--- config.mk ---
export PLATFORM = sky130hd
export DESIGN_NAME = spi_frame_loader
export DESIGN_NICKNAME = d
export VERILOG_FILES = /design/src/rtl/spi_frame_loader.sv
export SDC_FILE = /design/constraint.sdc
export NUM_CORES = 1
export LEC_CHECK = 0
export CAP_MARGIN = 20
export CORE_MARGIN = 3
export CORE_UTILIZATION = 50
export CTS_CLUSTER_SIZE = 8
export DETAILED_ROUTE_END_ITERATION = 7
export PLACE_DENSITY_LB_ADDON = 0.08
export SYNTH_ARGS = -nofsm -noshare
export SYNTH_HDL_FRONTEND = slang
export SYNTH_SLANG_ARGS = --single-unit
--- constraint.sdc ---
create_clock -name clk -period 2.05 [get_ports clk]
set_input_delay 0.615 -clock clk [delete_from_list [all_inputs] [get_ports clk]]
set_output_delay 0.615 -clock clk [all_outputs]
set_load 0.01 [all_outputs]
--- src/rtl/spi_frame_loader.sv ---
// rtl/spi_frame_loader.sv - SPI mode-0 slave, oversampled in clk, emitting framebuffer writes and swap requests.
module spi_frame_loader #(
  parameter int         ADDR_WIDTH = 11,
  parameter logic [7:0] MAGIC      = 8'hA5
) (
  input  logic                  clk,
  input  logic                  rst,
  input  logic                  spi_sclk,
  input  logic                  spi_ss,
  input  logic                  spi_mosi,
  output logic                  spi_miso,
  output logic                  fb_we,
  output logic [ADDR_WIDTH-1:0] fb_addr,
  output logic [15:0]           fb_data,
  output logic                  swap_req,
  output logic                  busy
);

  typedef enum logic [2:0] {IDLE, CMD, ADDR_HI, ADDR_LO, DATA_HI, DATA_LO, IGNORE} state_t;

  state_t                state, state_n;
  logic                  sclk_s1, sclk_s2, sclk_prev;
  logic                  ss_s1, ss_s2, ss_prev;
  logic                  mosi_s1, mosi_s2;
  logic                  armed;
  logic [2:0]            bit_cnt;
  logic [6:0]            rx_sr;
  logic [7:0]            miso_sr, last_byte;
  logic                  boundary;
  logic [7:0]            hi_byte, hi_n;
  logic [ADDR_WIDTH-1:0] addr, addr_n, fb_addr_n;
  logic [15:0]           fb_data_n, word;
  logic                  fb_we_n, swap_n;

  logic       sclk_rise, sclk_fall, ss_rise, ss_fall, start, byte_done;
  logic [7:0] rx_byte;

  assign sclk_rise = ~sclk_prev & sclk_s2;
  assign sclk_fall = sclk_prev & ~sclk_s2;
  assign ss_rise   = ~ss_prev & ss_s2;
  assign ss_fall   = ss_prev & ~ss_s2;
  assign start     = (state == IDLE) && armed && ss_fall;
  // ss rising in the same cycle as the 8th sclk edge wins and drops the byte
  assign byte_done = (state != IDLE) && sclk_rise && (bit_cnt == 3'd7) && !ss_rise;
  assign rx_byte   = {rx_sr, mosi_s2};
  assign word      = {hi_byte, rx_byte};
  assign busy      = (state != IDLE);
  assign spi_miso  = busy & miso_sr[7];

  always_ff @(posedge clk) begin
    if (rst) begin
      state    <= IDLE;
      hi_byte  <= '0;
      addr     <= '0;
      fb_we    <= 1'b0;
      fb_addr  <= '0;
      fb_data  <= '0;
      swap_req <= 1'b0;
    end else begin
      state    <= state_n;
      hi_byte  <= hi_n;
      addr     <= addr_n;
      fb_we    <= fb_we_n;
      fb_addr  <= fb_addr_n;
      fb_data  <= fb_data_n;
      swap_req <= swap_n;
    end
  end

  always_comb begin
    state_n   = state;
    hi_n      = hi_byte;
    addr_n    = addr;
    fb_we_n   = 1'b0;
    fb_addr_n = fb_addr;
    fb_data_n = fb_data;
    swap_n    = 1'b0;
    if (state == IDLE) begin
      if (start) state_n = CMD;
    end else if (ss_rise) begin
      state_n = IDLE;
    end else if (byte_done) begin
      case (state)
        CMD: begin
          if (rx_byte == 8'h01) begin
            state_n = ADDR_HI;
          end else begin
            swap_n  = (rx_byte == 8'h02);
            state_n = IGNORE;
          end
        end
        ADDR_HI: begin
          hi_n    = rx_byte;
          state_n = ADDR_LO;
        end
        ADDR_LO: begin
          addr_n  = word[ADDR_WIDTH-1:0];
          state_n = DATA_HI;
        end
        DATA_HI: begin
          hi_n    = rx_byte;
          state_n = DATA_LO;
        end
        DATA_LO: begin
          fb_we_n   = 1'b1;
          fb_addr_n = addr;
          fb_data_n = word;
          addr_n    = addr + {{(ADDR_WIDTH-1){1'b0}}, 1'b1};
          state_n   = DATA_HI;
        end
        default: state_n = state;
      endcase
    end
  end

  always_ff @(posedge clk) begin
    if (rst) begin
      sclk_s1   <= 1'b0;
      sclk_s2   <= 1'b0;
      sclk_prev <= 1'b0;
      ss_s1     <= 1'b0;
      ss_s2     <= 1'b0;
      ss_prev   <= 1'b0;
      mosi_s1   <= 1'b0;
      mosi_s2   <= 1'b0;
      armed     <= 1'b0;
      bit_cnt   <= '0;
      rx_sr     <= '0;
      miso_sr   <= '0;
      last_byte <= '0;
      boundary  <= 1'b0;
    end else begin
      sclk_s1   <= spi_sclk;
      sclk_s2   <= sclk_s1;
      sclk_prev <= sclk_s2;
      ss_s1     <= spi_ss;
      ss_s2     <= ss_s1;
      ss_prev   <= ss_s2;
      mosi_s1   <= spi_mosi;
      mosi_s2   <= mosi_s1;
      // ss flops clear low so a transaction live across reset never looks like a fresh start
      if (ss_s2) armed <= 1'b1;
      if (sclk_rise) rx_sr <= rx_byte[6:0];
      if (state == IDLE || ss_rise) bit_cnt <= '0;
      else if (sclk_rise) bit_cnt <= bit_cnt + 3'd1;
      if (state == IDLE) begin
        boundary <= 1'b0;
      end else if (byte_done) begin
        boundary  <= 1'b1;
        last_byte <= rx_byte;
      end else if (sclk_fall) begin
        boundary <= 1'b0;
      end
      if (start) miso_sr <= MAGIC;
      else if (state != IDLE && sclk_fall) miso_sr <= boundary ? last_byte : {miso_sr[6:0], 1'b0};
    end
  end

endmodule
After elaboration in Yosys (flattened, before gate mapping)
Cells that the tools add are included.

cells by class
  $add $sub $neg = 2
  equality and inequality tests = 9
  muxes and demuxes = 13
  bitwise logic cells = 13
  reductions and logical operators = 27

operators by type and width
  operator                 count
  $mux W8                  3
  $pmux W11 S2             1
  $mux W3                  5
  $pmux W3 S4              1
  $reduce_and A4 Y1        3
  $add A11 B1 Y11 const B  1
  $reduce_or A2 Y1         5
  $eq A3 B3 Y1 const B     3
  $eq A8 B1 Y1 const B     1
  $eq A8 B2 Y1 const B     1
  $not A1 Y1               8
  $eq A3 B2 Y1 const B     2
  $logic_and A1 B1 Y1      6
  $reduce_bool A2 Y1       3
  $reduce_bool A3 Y1       2
  $reduce_bool A6 Y1       1
  $reduce_or A6 Y1         1
  $and A1 B1 Y1            5
  $reduce_or A4 Y1         1
  $add A3 B1 Y3 const B    1
  $eq A3 B1 Y1 const B     1
  $logic_not A3 Y1         1
  $mux W1                  3
  $reduce_and A3 Y1        1
  other kinds (4)          4

word-level totals
  register bits after elaboration = 87
  output and inout port bits = 31
  word-level logic and storage cells = 86

Logic depth before layout (Yosys ltp)
Gate-level depths: netlist (run 1).

  depth in word-level cells = 8
  depth in mapped cells = 8

Least setup slack after synthesis (run 1)
No wires, ideal clock.

  path kind = reg2reg
  start = reg bit_cnt[0]
  end = reg hi_byte[0]
  library setup time = 0.128 ns
  arrival = 1.631 ns
  data required time = 1.922 ns
  path slack = 0.291 ns
  stages on the path, launching flop included = 7
  path buffers = 0
  path through = dfxtp_1 > ha_1 > ha_1 > nand3b_2 > nor4_4 > mux2i_1 > nor2_1

on the way
  longest elaborated chain between the ends = 4

ends and longest elaborated chain
  element                            RTL line  text
  start, declared                    26        logic [2:0] bit_cnt;
  start signal, assigned             145       else if (sclk_rise) bit_cnt <= bit_cnt + 3'd1;
  $eq A3 B3 Y1                       44        assign byte_done = (state != IDLE) && sclk_rise && (bit_cnt == 3'd7) && !ss_rise;
  $logic_and A1 B1 Y1 (2 in series)  44
  $reduce_and A4 Y1 (no line)        -
  end signal, assigned               61        hi_byte <= hi_n;
  end, declared                      30        logic [7:0] hi_byte, hi_n;

Every way passes these cells.
A chain may end at the register's enable or synchronous reset.

Worst setup path after layout (run 1)
  start = reg state[2]
  end = out busy

on the way
  longest elaborated chain between the ends = 1

ends and longest elaborated chain
  element                 RTL line  text
  start, declared         21        state_t state, state_n;
  start signal, assigned  60        state <= state_n;
  $reduce_bool A3 Y1      47        assign busy = (state != IDLE);
  end, declared           16        output logic busy

Every way passes these cells.

==> results.md, run 1 <==
* Status: completed
* Drt first pass iters at 4
* Crit path time final at 1.89 ns
* Initial antenna violation count at 0
* CTS tree: built
* Die X at 91.9 µm
* Post-synth cell types at 54
* Fmax at 529 MHz
* Leakage at 1.42 nW
* Antenna Nets Post-Route at 0
* Bufs on Longest Clock Path at 2
* Total grt overflow at 0
* Max_cap viols at 0
* Starting Density at 52.9%
* Worst setup EP type: primary output
* Syn_area_per_cell at 9.71 µm²
* Vias/cell at 5.42
* Peak VDD IR at 345 µV
* Fin Hold WS at 0.443 ns
* Setup crit start: state[2]$_SDFFE_PP0P_
* Latest clock arrival within the worst-skew pair at 0.35 ns
* First-pass GRT wire length at 13300 µm
* # hold bufs at CTS at 0
* Post-synthesis register bit count at 87
* Area growth from synthesis to layout at 18.5%
* Max stage delay on crit path at 0.34 ns
* Fin crit share at 92.2%
* Setup Fix Bufs, Post-CTS at 0
* Die area at 0.00845 mm²
* DRC at 0
* Setup TNS Final at 0 ns
* FF+latch area at 0.00174 mm²
* Slowest CP cell: dfxtp_1
* Most common cell after layout, fill and taps aside: dfxtp_1
* Setup CP Type: reg -> out
* Fraction of registers with async set/reset at 0%
* CP Cell Sequence: nor3_4, inv_4, dlygate4sd2_1
* Post-layout nets at 428
* Share of layout cells above drive strength 1 at 13.2%
* 1st-iter DRT viols at 141
* R2R Setup Slk at 0.16 ns
* Area of the multi-input gates at 0.00180 mm²
* IO buf count at 35
* Hold Path Class: reg -> reg
* Worst EP arrival at 1.28 ns
* Dpl hpwl at 5270 µm
* Critical Path RT at 1.43 ns
* Most frequent cells in the layout: dfxtp_1, nor2_1, mux2i_1
* Clock Skew at 0.00619 ns
* Pre-CTS setup slack at 0.184 ns
* Vias in the first global route at 2638
* Reg-to-reg startpoint: bit_cnt[0]$_SDFFE_PP0N_
* Min-delay src: mosi_s1$_SDFF_PP0_
* Final setup fails at 0
* Final hold viol count at 0
* Post-synth net total at 388
* CTS clk-pin slew, worst paths at 0.08 ns
* Via Count at 2817
* Sequential area share after synthesis at 47.2%
* CTS Buf Count at 9
* Max Slew Vio Count at 0
* Number of H-tree levels at 3
* Cell count after synthesis at 380
* Worst Setup Start Kind: register
* RSZ-0062 raised after global routing: no
* PnR worst setup slack at 0.159 ns
* Final GP Congestion at 0.833
* Die Ht at 91.9 µm
* Routed len/inst at 14.9 µm
* Largest fanout on the critical path at 4
* Netlist Area Pre-Place at 0.00369 mm²
* Diodes inserted at 0
* Fillers at 607
* EDFF count, synth at 0
* Rows at 30
* Worst Max-Slew Pin Slew at 0.772 ns
* Clock root buffer: clkbuf_8
* GRT Total Usage at 19.6%
* Largest net degree at the start of global routing at 50
* Top_reg_cell synth: dfxtp_1
* Placeable Area at 0.00698 mm²
* Yosys warning count at 0
* Max-slew headroom at 48.4%
* # clock sinks at 87
* IO Pins at 36
* Routed wire length at 7740 µm
* Power density cells at 680 mW/mm²
==> Yosys cell counts (4+ instances only) <==
cell type  count  area (µm²)
nor2_1        56         210
mux2i_1       51         510
a21oi_1       21         105
buf_6          5        56.3
nand2_1       29         109
inv_1          5        18.8
o21ai_0       13        65.1
nor3_2         4        40.0
and2_1         6        37.5
nand3_1        8        40.0
dfxtp_1       87        1740
clkbuf_1      11        41.3
nor2b_1       10        62.6
nor4_1         4        25.0
nor3_1         6        30.0
==> area by class of cell <==
cell class	instances	area share, %
Sequential cell	87	39.8
Clock inverter	4	1.26
Tap cell	96	2.75
Timing Repair Buffer	52	11.2
Clock buffer	11	3.23
Multi-Input combinational cell	264	41.1
Inverter	6	0.572
==> kinds of logic (layout without fill, tap and decap cells) <==
family	after synthesis	after routing	share of synthesized area (%)
AND/OR/NAND/NOR	147	147	21.5
flip-flops	87	87	47.2
buffers and inverters	29	73	4.31
AO/OA/AOI/OAI	59	59	11.0
multiplexers	51	51	13.8
XOR/XNOR	3	3	0.915
adder cells (fa/ha/maj)	4	4	1.29
==> worst max-delay path, delay by kind of cell, from the launching register on <==
| kind | cells | cell delay (ns) |
|---|---|---|
| buf+inv | 2 | 0.35 |
| simple gates | 1 | 0.23 |
| flops | 1 | 0.34 |
==> registers in the layout (all words and copies together), names as in the netlist <==
signal	cells
fb_data	16
addr	11
fb_addr	11
hi_byte	8
last_byte	8
miso_sr	8
rx_sr	7
bit_cnt	3
state	3
armed	1
boundary	1
fb_we	1
mosi_s1	1
mosi_s2	1
sclk_prev	1
sclk_s1	1
sclk_s2	1
ss_prev	1
ss_s1	1
ss_s2	1
swap_req	1
==> per-stage QoR <==
step	total power [mW]	instance area, µm²	instances	utilization, %
floorplan	1.80	3690	380	-
global placement	1.82	4180	505	59.9
detailed placement	1.82	4180	505	59.9
CTS	3.01	4380	520	62.7
global route	3.08	4380	520	62.7
finish	2.97	4380	520	62.7
==> repair_timing <==
| item | CTS | global route |
|---|---|---|
| gates resized for setup | 4 | 1 |
| setup endpoints to repair | 2 | 1 |
| pin swaps | 1 | 1 |
| cloned | 0 | 0 |
==> per-layer routing <==
metal	GRT usage (%)	wire [µm]	up-vias	share of wire, %
li1	-	-	1420	-
met1	25.4	3720	1328	48
met2	32.0	3590	58	46
met3	4.84	327	11	4.2
met4	6.68	105	0	1.4
met5	0	0	-	0
==> final timing paths <==
path	to	cells after the start
max	busy	3
min	mosi_s2$_SDFF_PP0_	1
min reg2reg	mosi_s2$_SDFF_PP0_	1
max reg2reg	fb_addr[8]$_SDFFE_PP0P_	7
==> report_power, final <==
group	switching, mW	total (mW)	leakage (nW)	internal, mW
Clock	0.596	1.19	0.0960	0.597
Combinational	0.0450	0.0723	0.618	0.0272
Sequential	0.0111	1.71	0.703	1.70
Total	0.652	2.97	1.42	2.32
(Power assumes the default switching activity.)
==> inputs of run 2 (changes only) <==
--- a/config.mk
+++ b/config.mk
@@ -11,6 +11,7 @@
 export CTS_CLUSTER_SIZE = 8
 export DETAILED_ROUTE_END_ITERATION = 7
 export PLACE_DENSITY_LB_ADDON = 0.08
+export REMOVE_ABC_BUFFERS = 1
 export SYNTH_ARGS = -nofsm -noshare
 export SYNTH_HDL_FRONTEND = slang
 export SYNTH_SLANG_ARGS = --single-unit
==> run 2 against run 1 <==
Register-to-register slack better by 0.04 ns. First-iteration DRC count down 27%. Worst hold slack better by 0.0071 ns. Sequential power about the same. Clock-buffer cell count increased by 2. Setup slack lost 0.0030 ns. Combinational power up 3.7%. Core utilization is 0.52 points lower. Sequential share of layout area rose by 0.33 points. Non-clock buffer count decreased by 1. Sequential cell count unchanged. Die area stayed put. Critical endpoint unchanged. Largest cell class unchanged.
==> results.md, run 2 (synthesized netlist as in run 1, its figures left out) <==
* Max Slew Vio Count at 0 (unchanged)
* PnR worst setup slack at 0.157 ns (was 0.159 ns)
* Worst Max-Slew Pin Slew at 0.730 ns (was 0.772 ns)
* Max_cap viols at 0 (unchanged)
* Initial antenna violation count at 0 (unchanged)
* Worst setup EP type: primary output (unchanged)
* GR Layer Usage met3 at 5.33% (was 4.84%)
* Combinational Power Share at 2.6% (was 2.4%)
* Routed wire length at 7620 µm (was 7740 µm)
* DRC at 0 (unchanged)
* Fin crit share at 92.4% (was 92.2%)
* R2R Setup Slk at 0.20 ns (was 0.16 ns)
* Die Ht at 91.9 µm (unchanged)
* Clock power frac at 37.0% (was 40.1%)
* CP Cell Sequence: nor3_4, inv_4, dlygate4sd2_1 (unchanged)
* Peak VDD IR at 444 µV (was 345 µV)
* Biggest register: fb_data (unchanged)
* Fillers at 634 (was 607)
* Worst EP arrival at 1.28 ns (about the same)
* Dpl cells at 504 (was 505)
* Clock Skew at 0.00931 ns (was 0.00619 ns)
* RSZ-0062 raised after global routing: no (unchanged)
* Core Util, Final at 62.2% (was 62.7%)
* Largest fanout on the critical path at 4 (unchanged)
* Area of the multi-input gates at 0.00180 mm² (unchanged)
* Final GP Congestion at 0.844 (was 0.833)
* IO Pins at 36 (unchanged)
* FF+latch area at 0.00174 mm² (unchanged)
* Slowest CP cell: dfxtp_1 (unchanged)
* Clock root buffer: clkbuf_8 (unchanged)
* Final setup fails at 0 (unchanged)
* Die area at 0.00845 mm² (unchanged)
* Largest net degree at the start of global routing at 36 (was 50)
* Total grt overflow at 0 (unchanged)
* Rows at 30 (unchanged)
* Worst Setup Start Kind: register (unchanged)
* Most frequent cells in the layout: dfxtp_1, nor2_1, mux2i_1 (unchanged)
* Dpl hpwl at 5100 µm (was 5270 µm)
* Switching Fraction at 22.3% (was 21.9%)
* Drt first pass iters at 4 (unchanged)
* Max stage delay on crit path at 0.34 ns (about the same)
* Die X at 91.9 µm (unchanged)
* CTS Buf Count at 9 (unchanged)
* Via Count at 2788 (was 2817)
* First-pass GRT wire length at 13300 µm (unchanged)
* Post-place instance area at 0.00418 mm² (about the same)
* Bufs and invs on worst path at 2 (unchanged)
* Grt met2 use at 31.4% (was 32.0%)
* Vias in the first global route at 2766 (was 2638)
* Bufs on Longest Clock Path at 2 (unchanged)
* Post-layout nets at 427 (was 428)
* Status: completed (unchanged)
* Fmax at 528 MHz (was 529 MHz)
* Crit path time final at 1.89 ns (about the same)
* Share of layout cells above drive strength 1 at 12.7% (was 13.2%)
* Post-route cell area at 0.00434 mm² (was 0.00438 mm²)
* Leakage at 1.40 nW (was 1.42 nW)
* Biggest regs: fb_data: 16 flops, addr: 11 flops, fb_addr: 11 flops (unchanged)
* Setup CP Type: reg -> out (unchanged)
* Final hold viol count at 0 (unchanged)
* Max reg flops at 16 (unchanged)
* CTS clk-pin slew, worst paths at 0.08 ns (about the same)
* Internal Pwr Total at 2.20 mW (was 2.32 mW)
* GR peak layer: met2 (unchanged)
* IO buf count at 35 (unchanged)
* Starting Density at 52.9% (unchanged)
* # clock sinks at 87 (unchanged)
* Most common cell after layout, fill and taps aside: dfxtp_1 (unchanged)
* 1st-iter DRT viols at 103 (was 141)
* Power density cells at 653 mW/mm² (was 680 mW/mm²)
* GRT Total Usage at 19.5% (was 19.6%)
* Setup TNS Final at 0 ns (unchanged)
* Hold Path Class: reg -> reg (unchanged)
* Critical Path RT at 1.43 ns (about the same)
* Total power at 2.83 mW (was 2.97 mW)
* Latest clock arrival within the worst-skew pair at 0.36 ns (was 0.35 ns)
* Antenna Nets Post-Route at 0 (unchanged)
* Area growth from synthesis to layout at 17.6% (was 18.5%)
* Met1 usage at 25.1% (was 25.4%)
* Vias/cell at 5.36 (was 5.42)
* Fin Hold WS at 0.451 ns (was 0.443 ns)
* Number of H-tree levels at 3 (unchanged)
* Max-slew headroom at 51.3% (was 48.4%)
* Diodes inserted at 0 (unchanged)
* Pre-CTS setup slack at 0.186 ns (was 0.184 ns)
* # hold bufs at CTS at 0 (unchanged)
* Switch Pwr at 0.630 mW (was 0.652 mW)
* Crit path max-delay family: buffers and inverters (unchanged)
* Placeable Area at 0.00698 mm² (unchanged)
* Fin cells at 520 (unchanged)
* Routed len/inst at 14.7 µm (was 14.9 µm)
* CTS tree: built (unchanged)
* Reg power frac at 60.4% (was 57.5%)
-- run 2: timing repair --
action                     in CTS  in global routing
resized for setup               4                  1
pin swaps                       1                  1
buffers inserted                0                  0
setup endpoints to repair       2                  1
-- run 2: power groups by stage --
stage / combinational, mW / clock [mW] / sequential (mW)
CTS: 0.0757 / 1.09 / 1.71
global route: 0.0815 / 1.15 / 1.71
finish: 0.0750 / 1.05 / 1.71
floorplan: 0.0269 / 0 / 1.75
detailed placement: 0.0755 / 0 / 1.75
global placement: 0.0749 / 0 / 1.75
-- run 2: layout make-up --
class / instances / share of cell area [%]
Tap cell: 96 / 2.77
Clock inverter: 3 / 0.433
Clock buffer: 13 / 3.43
Sequential cell: 87 / 40.2
Timing Repair Buffer: 51 / 11.2
Multi-Input combinational cell: 264 / 41.5
Inverter: 6 / 0.577
-- run 2: worst register-to-register path, delay by kind of cell (launching register included) --
| family | cells | cell delay [ns] |
|---|---|---|
| muxes | 1 | 0.24 |
| and+or+nand+nor | 3 | 0.54 |
| buffers and inverters | 1 | 0.26 |
| adders and majority gates | 2 | 0.33 |
| DFF | 1 | 0.36 |
-- run 2: path summary, 6_finish.rpt --
check,start,endpoint,cells past startpoint
setup / recovery,state[2]$_SDFFE_PP0P_,busy,3
hold / removal,sclk_s1$_SDFF_PP0_,sclk_s2$_SDFF_PP0_,1
setup reg to reg,bit_cnt[0]$_SDFFE_PP0N_,fb_data[4]$_SDFFE_PP0P_,7
hold reg to reg,sclk_s1$_SDFF_PP0_,sclk_s2$_SDFF_PP0_,1
-- run 2: metal layers --
layer / wire length, µm / up-vias
li1: - / 1417
met1: 3650 / 1302
met2: 3500 / 54
met3: 301 / 15
met4: 161 / 0
met5: 0 / -
